[src/rtl/viterbi_bm_sched.sv]
// Branch-metric scheduler: walks every trellis state of one soft symbol
// through the BMU and streams indexed metrics to the ACS array.
module viterbi_bm_sched #(
  parameter int WIDTH_BM = 8,
  parameter int TIMEOUT  = 15
) (
  input  logic                clk_i,
  input  logic                rst_an_i,
  input  logic                flush_i,
  input  logic [1:0]          register_num_i,
  input  logic [23:0]         sym_data_i,
  input  logic                sym_valid_i,
  output logic                sym_ready_o,
  output logic                bmu_frame_start_o,
  output logic [5:0]          bmu_state_x_o,
  output logic [23:0]         bmu_soft_data_o,
  output logic                bmu_soft_data_valid_o,
  input  logic                bmu_ready_i,
  input  logic [WIDTH_BM-1:0] bmu_bm_i,
  input  logic                bmu_bm_valid_i,
  output logic [WIDTH_BM-1:0] bm_o,
  output logic [5:0]          bm_state_o,
  output logic                bm_valid_o,
  output logic                bm_last_o,
  output logic                busy_o,
  output logic                error_o
);

  localparam int CW = $clog2(TIMEOUT + 1);

  typedef enum logic [2:0] {
    S_IDLE,
    S_LOAD,
    S_WAIT_RDY,
    S_ISSUE,
    S_WAIT_BM
  } state_e;

  state_e              state_q, state_d;
  logic [5:0]          x_q, x_d;
  logic [5:0]          nlast_q, nlast_d;
  logic [23:0]         sym_q, sym_d;
  logic [CW-1:0]       cnt_q, cnt_d, cnt_inc;
  logic [WIDTH_BM-1:0] bm_q, bm_d;
  logic [5:0]          bmst_q, bmst_d;
  logic                bmv_q, bmv_d;
  logic                last_q, last_d;
  logic                err_q, err_d;
  logic                tmo, is_last;

  assign cnt_inc = cnt_q + CW'(1);
  assign tmo     = (cnt_inc == CW'(TIMEOUT));
  assign is_last = (x_q == nlast_q);

  assign sym_ready_o           = (state_q == S_IDLE) && !flush_i;
  assign bmu_frame_start_o     = (state_q == S_LOAD);
  assign bmu_soft_data_valid_o = (state_q == S_ISSUE);
  assign busy_o                = (state_q != S_IDLE);
  assign bmu_state_x_o         = x_q;
  assign bmu_soft_data_o       = sym_q;
  assign bm_o                  = bm_q;
  assign bm_state_o            = bmst_q;
  assign bm_valid_o            = bmv_q;
  assign bm_last_o             = last_q;
  assign error_o               = err_q;

  always_comb begin
    state_d = state_q;
    x_d     = x_q;
    nlast_d = nlast_q;
    sym_d   = sym_q;
    cnt_d   = cnt_q;
    bm_d    = bm_q;
    bmst_d  = bmst_q;
    bmv_d   = 1'b0;
    last_d  = 1'b0;
    err_d   = err_q;
    if (flush_i) begin
      state_d = S_IDLE;
      x_d     = '0;
    end else begin
      unique case (state_q)
        S_IDLE: begin
          if (sym_valid_i) begin
            sym_d   = sym_data_i;
            nlast_d = 6'h3f >> register_num_i;
            x_d     = '0;
            state_d = S_LOAD;
          end
        end
        S_LOAD: begin
          cnt_d   = '0;
          state_d = S_WAIT_RDY;
        end
        S_WAIT_RDY: begin
          // first cycle skipped: BMU ready still reflects the previous state
          cnt_d = cnt_inc;
          if (cnt_q != '0 && bmu_ready_i) begin
            state_d = S_ISSUE;
          end else if (tmo) begin
            err_d   = 1'b1;
            x_d     = '0;
            state_d = S_IDLE;
          end
        end
        S_ISSUE: begin
          cnt_d   = '0;
          state_d = S_WAIT_BM;
        end
        S_WAIT_BM: begin
          if (bmu_bm_valid_i) begin
            bm_d   = bmu_bm_i;
            bmst_d = x_q;
            bmv_d  = 1'b1;
            last_d = is_last;
            if (is_last) begin
              state_d = S_IDLE;
            end else begin
              x_d     = x_q + 6'd1;
              state_d = S_LOAD;
            end
          end else begin
            cnt_d = cnt_inc;
            if (tmo) begin
              err_d   = 1'b1;
              x_d     = '0;
              state_d = S_IDLE;
            end
          end
        end
        default: state_d = S_IDLE;
      endcase
    end
  end

  always_ff @(posedge clk_i) begin
    if (!rst_an_i) begin
      state_q <= S_IDLE;
      x_q     <= '0;
      nlast_q <= '0;
      sym_q   <= '0;
      cnt_q   <= '0;
      bm_q    <= '0;
      bmst_q  <= '0;
      bmv_q   <= 1'b0;
      last_q  <= 1'b0;
      err_q   <= 1'b0;
    end else begin
      state_q <= state_d;
      x_q     <= x_d;
      nlast_q <= nlast_d;
      sym_q   <= sym_d;
      cnt_q   <= cnt_d;
      bm_q    <= bm_d;
      bmst_q  <= bmst_d;
      bmv_q   <= bmv_d;
      last_q  <= last_d;
      err_q   <= err_d;
    end
  end

endmodule

[config.mk]
export PLATFORM = sky130hd
export DESIGN_NAME = viterbi_bm_sched
export DESIGN_NICKNAME = d
export VERILOG_FILES = /design/src/rtl/viterbi_bm_sched.sv
export SDC_FILE = /design/constraint.sdc
export NUM_CORES = 1
export LEC_CHECK = 0
export ABC_AREA = 0
export ABC_CLOCK_PERIOD_IN_PS = 1700
export BUFFER_PORTS_ARGS = -buffer_cell sky130_fd_sc_hd__buf_2
export CAP_MARGIN = 20
export CORE_ASPECT_RATIO = 1.4
export CORE_MARGIN = 1.5
export CORE_UTILIZATION = 45
export CTS_CLUSTER_DIAMETER = 60
export DETAILED_ROUTE_END_ITERATION = 8
export PLACE_DENSITY = 0.85
export SYNTH_ARGS = -nofsm -noshare
export SYNTH_HDL_FRONTEND = slang
export SYNTH_SLANG_ARGS = --single-unit
[constraint.sdc]
create_clock -name clk_i -period 1.7 [get_ports clk_i]
set_input_delay 0.085 -clock clk_i [delete_from_list [all_inputs] [get_ports clk_i]]
set_output_delay 0.085 -clock clk_i [all_outputs]
set_load 0.01 [all_outputs]
==> results of run 1 <==
cell usage in the layout (no fill, tap or decap), types with 4 or more instances in the layout:
cell type      synthesis  final
a21boi_1              20     20
nand3_1                5      5
clkbuf_8               0     10
nor2b_1                5      5
buf_4                  1     39
buf_2                  3     90
a21boi_0              21     21
o21ai_0                6      4
nor2_1                12     11
dfxtp_2                0      7
nand2_1               90     90
inv_1                  7      5
o21ai_1                3      4
dlygate4sd3_1          0     29
a21oi_1                5      4
dfxtp_1               58     51
area by class of cell:
cell class | instances | share of cell area, %
clock inverters | 5 | 1.92
flip-flops and latches | 58 | 29.0
well taps | 68 | 2.11
diodes | 1 | 0.0620
repair buffers | 162 | 26.9
multi-input cells | 229 | 35.4
inverters | 8 | 1.08
clock buffers | 11 | 3.50
worst min-delay path by stage:
stage | endpoint | cells after the start
global placement | bmu_soft_data_o[0] | 3
detailed placement | bmu_soft_data_o[22] | 3
finish | bmu_soft_data_o[13] | 3
global route | bmu_soft_data_o[14] | 3
CTS | bmu_soft_data_o[13] | 3
floorplan | sym_ready_o | 1
flip-flops by register name, indices dropped and copies added, names as in the netlist:
register	cells
bm_state_o	6
bm_valid_o	1
bmu_state_x_o	6
cnt_q	4
bm_o	8
error_o	1
nlast_q	4
bmu_soft_data_o	24
bm_last_o	1
state_q	3
worst min-delay path, cell delays in order:
cell	delay [ns]
buf_2	0.09
nand2_1	0.04
a21boi_0	0.08
power by group:
| part | internal (mW) | total, mW | switching, mW |
|---|---|---|---|
| clock network | 0.860 | 1.41 | 0.548 |
| logic | 0.202 | 0.381 | 0.178 |
| registers | 1.40 | 1.42 | 0.0225 |
| total | 2.46 | 3.21 | 0.749 |
stage by stage:
step / TNS [ns] / setup slack [ns] / std cells
after CTS: -1.13 / -0.228 / 538
after global placement: -0.591 / -0.146 / 491
after detailed placement: -0.901 / -0.205 / 491
after global routing: -1.63 / -0.280 / 542
final: -0.991 / -0.188 / 542
after floorplan: -0.262 / -0.112 / 311
cell families after synthesis:
logic type	after synthesis
xor gates and xnor gates	3
DFF	58
adders and majority gates	4
buffers and inverters	24
AOI/OAI and AO/OA	78
and+or+nand+nor	144
routing by layer:
| layer | up-vias | part of all wire (%) | global-route usage, % |
|---|---|---|---|
| li1 | 1385 | - | - |
| met1 | 1337 | 36 | 26.6 |
| met2 | 114 | 54 | 46.4 |
| met3 | 31 | 5.9 | 6.71 |
| met4 | 0 | 4.3 | 17.2 |
| met5 | - | 0 | 0 |
timing repair:
action,in CTS,in global routing
pin swaps,3,7
hold buffers,29,0
gates resized for setup,2,19
setup buffers,2,3
hold endpoints to repair,29,0
endpoints found under the setup margin,10,24
cloned,0,0
==> flow_summary.json, run 1 <==
{
  "worst_hold_slack_ns": 0.0156,
  "min_from": "sym_data_i[13]",
  "critPathMaxFanout": 4,
  "cts_tree": "built",
  "grt_pass1_vias": 2763,
  "wl_per_cell_um": 14.9,
  "worst_pin_slew_ns": 0.540,
  "regArea_mm2": 0.00117,
  "post-route-util_pct": 72.0,
  "synth_warnings": 0,
  "die_x_um": 67.8,
  "synth_cells": 311,
  "fin_crit_sh_pct": 111,
  "synth_compound_area_share_pct": 22.5,
  "netlist_top_cells_count": "nand2_1, dfxtp_1, a21boi_0",
  "clock_sinks": 58,
  "yosys.area_share.adder_pct": 1.89,
  "finalWorstSetupSlack_ns": -0.188,
  "die_height_um": 93.7,
  "viasPerCell": 5.29,
  "cp.required_ns": 1.94,
  "gr-total-overflow": 0,
  "ys_types": 54,
  "grt_max_degree": 45,
  "hp-class": "in -> reg",
  "path_cells": "or4_4 -> a2111oi_4 -> buf_4 -> a211o_4 -> nor2_2 -> a221oi_2",
  "syn_area_per_cell_um2": 8.50,
  "critical_path_cell_count": 6,
  "yosysMostFrequentCell": "nand2_1",
  "cts.clk_slew.worst_paths_ns": 0.07,
  "peakVddDrop_uv": 859,
  "grt_pass1_wl_mm": 12.5,
  "synth_top_family_by_area": "simple AND/OR/NAND/NOR gates",
  "dieArea_mm2": 0.00635,
  "cts_buffers": 9,
  "multiInputGateArea_mm2": 0.00143,
  "clk_latency_ns": 0.34,
  "portBuffers": 90,
  "grt_antenna_before_repair": 1,
  "power.leakage_nw": 1.82,
  "setup_viol": 7,
  "gp_congestion": 0.898,
  "r2r_setup_slack_ns": -0.19,
  "yosysTopAreaCell": "dfxtp_1",
  "cts_max_level": 3,
  "synth_top_cell_area_share_pct": 43.9,
  "async_flop_share_pct": 0,
  "design_area_mm2": 0.00404,
  "synthTopCellsByArea": "dfxtp_1, nand2_1, a21boi_0",
  "start_util_pct": 47.2,
  "cts_root_buffer": "clkbuf_8",
  "maxCapViolCount": 0,
  "num_rows": 32,
  "synth_nets": 355,
  "dpl_cell_area_mm2": 0.00342,
  "drt-total-wl_mm": 8.07,
  "critPathTopFamily": "compound AO/OA/AOI/OAI gates",
  "crit_path_end": "bmu_state_x_o[3]",
  "nets": 512,
  "grt_use_total_pct": 26.4,
  "drtIter0Drc": 192,
  "ys_ff_latch": 58,
  "ys_seq_area_share_pct": 43.9,
  "timing.rr.start": "bmu_state_x_o[1]",
  "critical_path_class": "reg -> reg",
  "firstDrtPassIters": 4,
  "synth-edff-count": 0,
  "drtAntennaViolNets": 0,
  "area_growth_pct": 52.7,
  "timing.slew.headroom_pct": 63.6,
  "fill_cells": 421,
  "synth_xor_area_share_pct": 0.994,
  "p_total_mw": 3.21,
  "drv_slew": 0,
  "endpoint_kind": "register",
  "route.vias.total": 2867,
  "pin_count": 91,
  "fin_crit_ns": 1.89,
  "violations": "negative setup slack",
  "arrival_ns": 2.13,
  "max_freq_mhz": 530,
  "rsz0062_at_grt": "true",
  "synthMuxAreaShare_pct": 0,
  "worst_path_max_delay_cell": "or4_4",
  "synth_top_flop_cell": "dfxtp_1",
  "ff2ff_path_depth": 6,
  "max_stage_delay_ns": 0.54,
  "powerDensity_mw_per_mm2": 794,
  "hpwl_mm": 5.19,
  "reg2reg_to": "bmu_state_x_o[3]",
  "synth_area_mm2": 0.00264,
  "coreArea_mm2": 0.00561,
  "finalHoldViolCount": 0,
  "path_buf_inv": 1,
  "finClkSkew_ns": 0.00973,
  "yosys.area_share.simple_pct": 25.9,
  "drc_errors": 0,
  "worst_setup_path_start_kind": "register",
  "max-clock-path-buffers": 2,
  "status": "finished with violations",
  "drive_above_1_share_pct": 38.5,
  "crit_path_start": "bmu_state_x_o[1]"
}
(Power assumes the default switching activity.)
==> inputs of run 2 (changes only) <==
--- a/config.mk
+++ b/config.mk
@@ -6,7 +6,7 @@
 export NUM_CORES = 1
 export LEC_CHECK = 0
 export ABC_AREA = 0
-export ABC_CLOCK_PERIOD_IN_PS = 1700
+export ABC_CLOCK_PERIOD_IN_PS = 2000
 export BUFFER_PORTS_ARGS = -buffer_cell sky130_fd_sc_hd__buf_2
 export CAP_MARGIN = 20
 export CORE_ASPECT_RATIO = 1.4
@@ -14,7 +14,8 @@
 export CORE_UTILIZATION = 45
 export CTS_CLUSTER_DIAMETER = 60
 export DETAILED_ROUTE_END_ITERATION = 8
-export PLACE_DENSITY = 0.85
+export PLACE_DENSITY = 0.82
+export SKIP_LAST_GASP = 1
 export SYNTH_ARGS = -nofsm -noshare
 export SYNTH_HDL_FRONTEND = slang
 export SYNTH_SLANG_ARGS = --single-unit
==> constraint.sdc (replaced) <==
create_clock -name clk_i -period 2 [get_ports clk_i]
set_input_delay 0.2 -clock clk_i [delete_from_list [all_inputs] [get_ports clk_i]]
set_output_delay 0.2 -clock clk_i [all_outputs]
set_load 0.01 [all_outputs]
==> flow_summary.json, run 2 (synthesized netlist as in run 1, its figures left out) <==
{
  "status": "completed",
  "rsz0062_at_grt": "true",
  "cp.required_ns": 2.23,
  "dieArea_mm2": 0.00635,
  "cts_buffers": 9,
  "dp_slack_ns": -0.00886,
  "powerDensity_mw_per_mm2": 690,
  "timing.slew.headroom_pct": 69.1,
  "setup_viol": 0,
  "coreArea_mm2": 0.00561,
  "worst_hold_slack_ns": 0.0943,
  "drtIter0Drc": 191,
  "largest_reg_flops": 24,
  "crit_path_end": "bmu_state_x_o[0]",
  "fin_crit_sh_pct": 96.1,
  "cts_tree": "built",
  "drc_errors": 0,
  "hpwl_mm": 5.05,
  "grt_pass1_vias": 2504,
  "hold_depth": 3,
  "num_rows": 32,
  "grt_use_met2_pct": 36.8,
  "power.leakage_nw": 1.55,
  "final_cells": 490,
  "r2r_setup_slack_ns": 0.08,
  "firstDrtPassIters": 4,
  "finalWorstSetupSlack_ns": 0.0787,
  "peakVddDrop_uv": 666,
  "max-clock-path-buffers": 2,
  "endpoint_kind": "register",
  "portBuffers": 90,
  "finClkSkew_ns": 0.0113,
  "gr-total-overflow": 0,
  "maxCapViolCount": 0,
  "critPathMaxFanout": 4,
  "cts_root_buffer": "clkbuf_8",
  "worst_setup_path_start_kind": "register",
  "fin_crit_ns": 1.92,
  "finalHoldViolCount": 0,
  "critical_path_class": "reg -> reg",
  "die_height_um": 93.7,
  "hp-class": "in -> reg",
  "nets": 461,
  "pin_count": 91,
  "area_growth_pct": 30.5,
  "grt_pass1_wl_mm": 10.8,
  "gp_congestion": 0.980,
  "die_x_um": 67.8,
  "max_freq_mhz": 520,
  "start_util_pct": 47.2,
  "ff2ff_path_depth": 5,
  "layout_common_cells": "nand2_1, buf_2, dfxtp_1",
  "wl_per_cell_um": 14.0,
  "drv_slew": 0,
  "p_total_mw": 2.38,
  "reg2reg_to": "bmu_state_x_o[0]",
  "route.vias.total": 2576,
  "design_area_mm2": 0.00345,
  "arrival_ns": 2.16,
  "grt_max_degree": 29,
  "grtUsageMet3_pct": 6.00,
  "drive_above_1_share_pct": 33.6,
  "ctsHoldBuffers": 0,
  "drtAntennaViolNets": 0,
  "cts_max_level": 3,
  "grt_use_total_pct": 22.5,
  "clock_sinks": 58,
  "grt.busiest_layer": "met2",
  "antenna_cells": 0,
  "drt-total-wl_mm": 6.84,
  "grt_antenna_before_repair": 0,
  "cts.clk_slew.worst_paths_ns": 0.07,
  "viasPerCell": 5.26,
  "dpl_cell_area_mm2": 0.00326,
  "crit_path_start": "nlast_q[2]",
  "timing.rr.start": "nlast_q[2]",
  "worst_pin_slew_ns": 0.459,
  "grt_util_met1_pct": 24.9,
  "clk_latency_ns": 0.34,
  "place_inst": 473
}
-- run 2: per-layer routing --
| metal | wire [um] | up-vias |
|---|---|---|
| met5 | 0 | - |
| met4 | 357 | 0 |
| met3 | 320 | 33 |
| met2 | 3480 | 101 |
| met1 | 2690 | 1166 |
| li1 | - | 1276 |
-- run 2: cell type report --
type	count	area, um^2
Fill cell	519	2150
Multi-Input combinational cell	229	1370
Sequential cell	58	1160
Timing Repair Buffer	111	621
Clock buffer	11	141
Tap cell	68	85.1
Inverter	8	43.8
Clock inverter	5	30.0
-- run 2: what timing repair did --
item,in CTS,in global routing
setup endpoints to repair,1,5
cloned,0,0
buffers inserted,0,1
pin swaps,0,2
gates resized for setup,1,2
-- run 2: worst min-delay path by stage --
stage | start | end | slack (ns)
2_1_floorplan | sym_data_i[0] | bmu_soft_data_o[0] | 0.33
3_3_place_gp | bmu_soft_data_o[22] | bmu_soft_data_o[22] | 0.44
3_5_place_dp | bmu_soft_data_o[5] | bmu_soft_data_o[5] | 0.44
4_1_cts | sym_data_i[7] | bmu_soft_data_o[7] | 0.09
5_1_grt | sym_data_i[7] | bmu_soft_data_o[7] | 0.08
6_report | sym_data_i[7] | bmu_soft_data_o[7] | 0.09
-- run 2: power by group --
part	switching [mW]	internal, mW	total, mW
combinational	0.129	0.118	0.247
sequential	0.0177	1.19	1.20
clock	0.456	0.476	0.932
total	0.603	1.78	2.38
-- run 2: critical path, cell delays in order, from the launching register on --
cell and delay [ns]:
dfxtp_1 0.32, or4_4 0.55, a2111oi_4 0.39, buf_4 0.19
a211oi_2 0.10, a221oi_1 0.28
-- run 2: stage by stage --
step,setup TNS (ns),utilization [%]
2_1_floorplan,0,-
3_3_place_gp,0,58.1
3_5_place_dp,-0.00886,58.1
4_1_cts,0,61.3
5_1_grt,-0.0156,61.6
6_report,0,61.6
==> inputs of run 3 (changes only) <==
--- a/config.mk
+++ b/config.mk
@@ -5,7 +5,7 @@
 export SDC_FILE = /design/constraint.sdc
 export NUM_CORES = 1
 export LEC_CHECK = 0
-export ABC_AREA = 0
+export ABC_AREA = 1
 export ABC_CLOCK_PERIOD_IN_PS = 2000
 export BUFFER_PORTS_ARGS = -buffer_cell sky130_fd_sc_hd__buf_2
 export CAP_MARGIN = 20
==> flow_summary.json, run 3 <==
{
  "status": "completed",
  "synth-edff-count": 0,
  "cp.required_ns": 2.21,
  "gr-total-overflow": 0,
  "ys_seq_area_share_pct": 45.0,
  "netlist_top_cells_count": "nor2_1, dfxtp_1, nand2_1",
  "arrival_ns": 1.82,
  "antenna_cells": 0,
  "pin_count": 91,
  "synthTopCellsByArea": "dfxtp_1, nor2_1, o21ai_0",
  "nets": 469,
  "max-clock-path-buffers": 2,
  "critical_path_class": "reg -> reg",
  "max_freq_mhz": 621,
  "cts_buffers": 9,
  "setup-tns-final_ns": 0,
  "hp-class": "in -> reg",
  "layout_common_cells": "buf_2, nor2_1, dfxtp_1",
  "portBuffers": 90,
  "hold_depth": 3,
  "cpMostUsedCell": "nand2_1",
  "mostFrequentLayoutCell": "buf_2",
  "ff2ff_path_depth": 10,
  "ys_ff_latch": 58,
  "hold_path_end": "bm_o[0]",
  "largest_reg_flops": 24,
  "dieArea_mm2": 0.00620,
  "cts_resized": 0,
  "area_growth_pct": 25.9,
  "max_stage_delay_ns": 0.41,
  "num_rows": 32,
  "grt_pass1_wl_mm": 9.36,
  "syn_area_per_cell_um2": 7.72,
  "cts.clk_slew.worst_paths_ns": 0.07,
  "cts_tree": "built",
  "coreArea_mm2": 0.00553,
  "power.leakage_nw": 1.54,
  "maxCapViolCount": 0,
  "wl_per_cell_um": 12.1,
  "r2r_setup_slack_ns": 0.39,
  "powerDensity_mw_per_mm2": 793,
  "critPathMaxFanout": 6,
  "synth_warnings": 0,
  "finalHoldViolCount": 0,
  "drtIter0Drc": 196,
  "drive_above_1_share_pct": 31.6,
  "place_inst": 482,
  "drtAntennaViolNets": 0,
  "setup_viol": 0,
  "grt_max_degree": 41,
  "finClkSkew_ns": 0.0106,
  "worst_path_max_delay_cell": "dfxtp_1",
  "endpoint_kind": "register",
  "ys_types": 36,
  "viasPerCell": 5.02,
  "fin_crit_sh_pct": 80.5,
  "peakVddDrop_uv": 386,
  "cts_max_level": 3,
  "clk_latency_ns": 0.33,
  "timing.rr.start": "cnt_q[1]",
  "yosysMostFrequentCell": "nor2_1",
  "timing.slew.headroom_pct": 71.8,
  "drc_errors": 0,
  "drt-total-wl_mm": 6.01,
  "grt_use_total_pct": 19.5,
  "start_util_pct": 46.6,
  "firstDrtPassIters": 4,
  "drv_slew": 0,
  "post_cts_buffers": 0,
  "path_cells": "ha_1 -> inv_1 -> nand2_1 -> nand2_1 -> nor2_1 -> nand2_1 -> nand2_2 -> inv_1 -> o22ai_1 -> a21oi_1",
  "route.vias.total": 2500,
  "die_x_um": 67.0,
  "hpwl_mm": 4.36,
  "synth_cells": 334,
  "yosysTopAreaCell": "dfxtp_1",
  "reg2reg_to": "bmu_state_x_o[0]",
  "final_cells": 498,
  "synth_nets": 378,
  "min_from": "bmu_bm_i[0]",
  "synth_top_cell_area_share_pct": 45.0,
  "gp_congestion": 0.981,
  "ctsHoldBuffers": 0,
  "rsz0062_at_grt": "false",
  "synth_area_mm2": 0.00258,
  "worst_setup_path_start_kind": "register",
  "grt_antenna_before_repair": 0,
  "fill_cells": 510,
  "fin_crit_ns": 1.61,
  "worst_pin_slew_ns": 0.422,
  "async_flop_share_pct": 0,
  "clock_sinks": 58,
  "synth_top_flop_cell": "dfxtp_1",
  "cts_root_buffer": "clkbuf_8",
  "die_height_um": 92.5,
  "grt_pass1_vias": 2241
}
run 3: changes by cell type in the layout (fill, tap and decap cells not counted), moves of 4 or more:
cell      previous run  this run
a21boi_0            21         0
a21boi_1            20         0
a21oi_1              5        16
buf_4               20         1
inv_1                7        20
inv_2                0         5
nand2_1             90        40
nand3_1              5        14
nor2_1              12        83
nor2_4               0         4
nor2b_1              5         0
o21ai_0              6        32
o21ai_1              3        13
run 3: cells by family (layout without fill, tap and decap cells):
group                      count (synthesis)  in the layout  synth area share (%)
buffers and inverters                     41            137                  8.15
adders and majority gates                  4              4                  1.94
AOI/OAI and AO/OA                         70             70                  14.7
and+or+nand+nor                          158            158                  29.1
DFF                                       58             58                  45.0
xor gates and xnor gates                   3              3                  1.02
run 3: layer usage:
metal  vias to the layer above  part of all wire (%)  GRT usage, %
met5                         -                     0             0
met4                         0                   1.6          8.67
met3                         9                   6.3          4.37
met2                        97                    50          35.3
met1                      1129                    42          20.8
li1                       1265                     -             -
run 3: worst max path at each step:
stage                                  end             start  depth (start not counted)
after CTS                          bm_o[2]        state_q[1]                          8
final                     bmu_state_x_o[0]          cnt_q[1]                         10
after global routing               bm_o[3]        state_q[1]                          8
after global placement             bm_o[6]        state_q[1]                          8
after floorplan           bmu_state_x_o[4]  bmu_state_x_o[5]                          9
after detailed placement           bm_o[2]        state_q[1]                          8
run 3: layout make-up:
| type | count | area [um^2] | area share [%] |
|---|---|---|---|
| Tap cell | 68 | 85.1 | 2.62 |
| Sequential cell | 58 | 1160 | 35.8 |
| Timing Repair Buffer | 91 | 458 | 14.1 |
| Clock buffer | 10 | 138 | 4.24 |
| Clock inverter | 6 | 66.3 | 2.04 |
| Multi-Input combinational cell | 235 | 1210 | 37.2 |
| Inverter | 30 | 130 | 4.01 |
run 3: critical path, delay by kind of cell, from the launching register on:
| kind | cells | cell delay, ns |
|---|---|---|
| and+or+nand+nor | 5 | 0.53 |
| DFF | 1 | 0.41 |
| adders and majority gates | 1 | 0.21 |
| AOI/OAI and AO/OA | 2 | 0.21 |
| buffers and inverters | 2 | 0.11 |
run 3: metrics by stage:
step | total power [mW] | hold WS, ns | utilization (%) | worst slack (ns) | area, um^2
floorplan | 1.41 | 0.335 | - | 0.639 | 2580
global placement | 1.51 | 0.423 | 55.0 | 0.474 | 3040
detailed placement | 1.52 | 0.432 | 55.0 | 0.421 | 3040
CTS | 2.59 | 0.0850 | 58.7 | 0.427 | 3240
global route | 2.67 | 0.0909 | 58.7 | 0.281 | 3240
finish | 2.57 | 0.0906 | 58.7 | 0.391 | 3240
run 3: power by group:
group          switching, mW  total (mW)  internal (mW)
registers             0.0232        1.22           1.20
logic                  0.160       0.270          0.110
clock network          0.476        1.08          0.608
total                  0.660        2.57           1.91
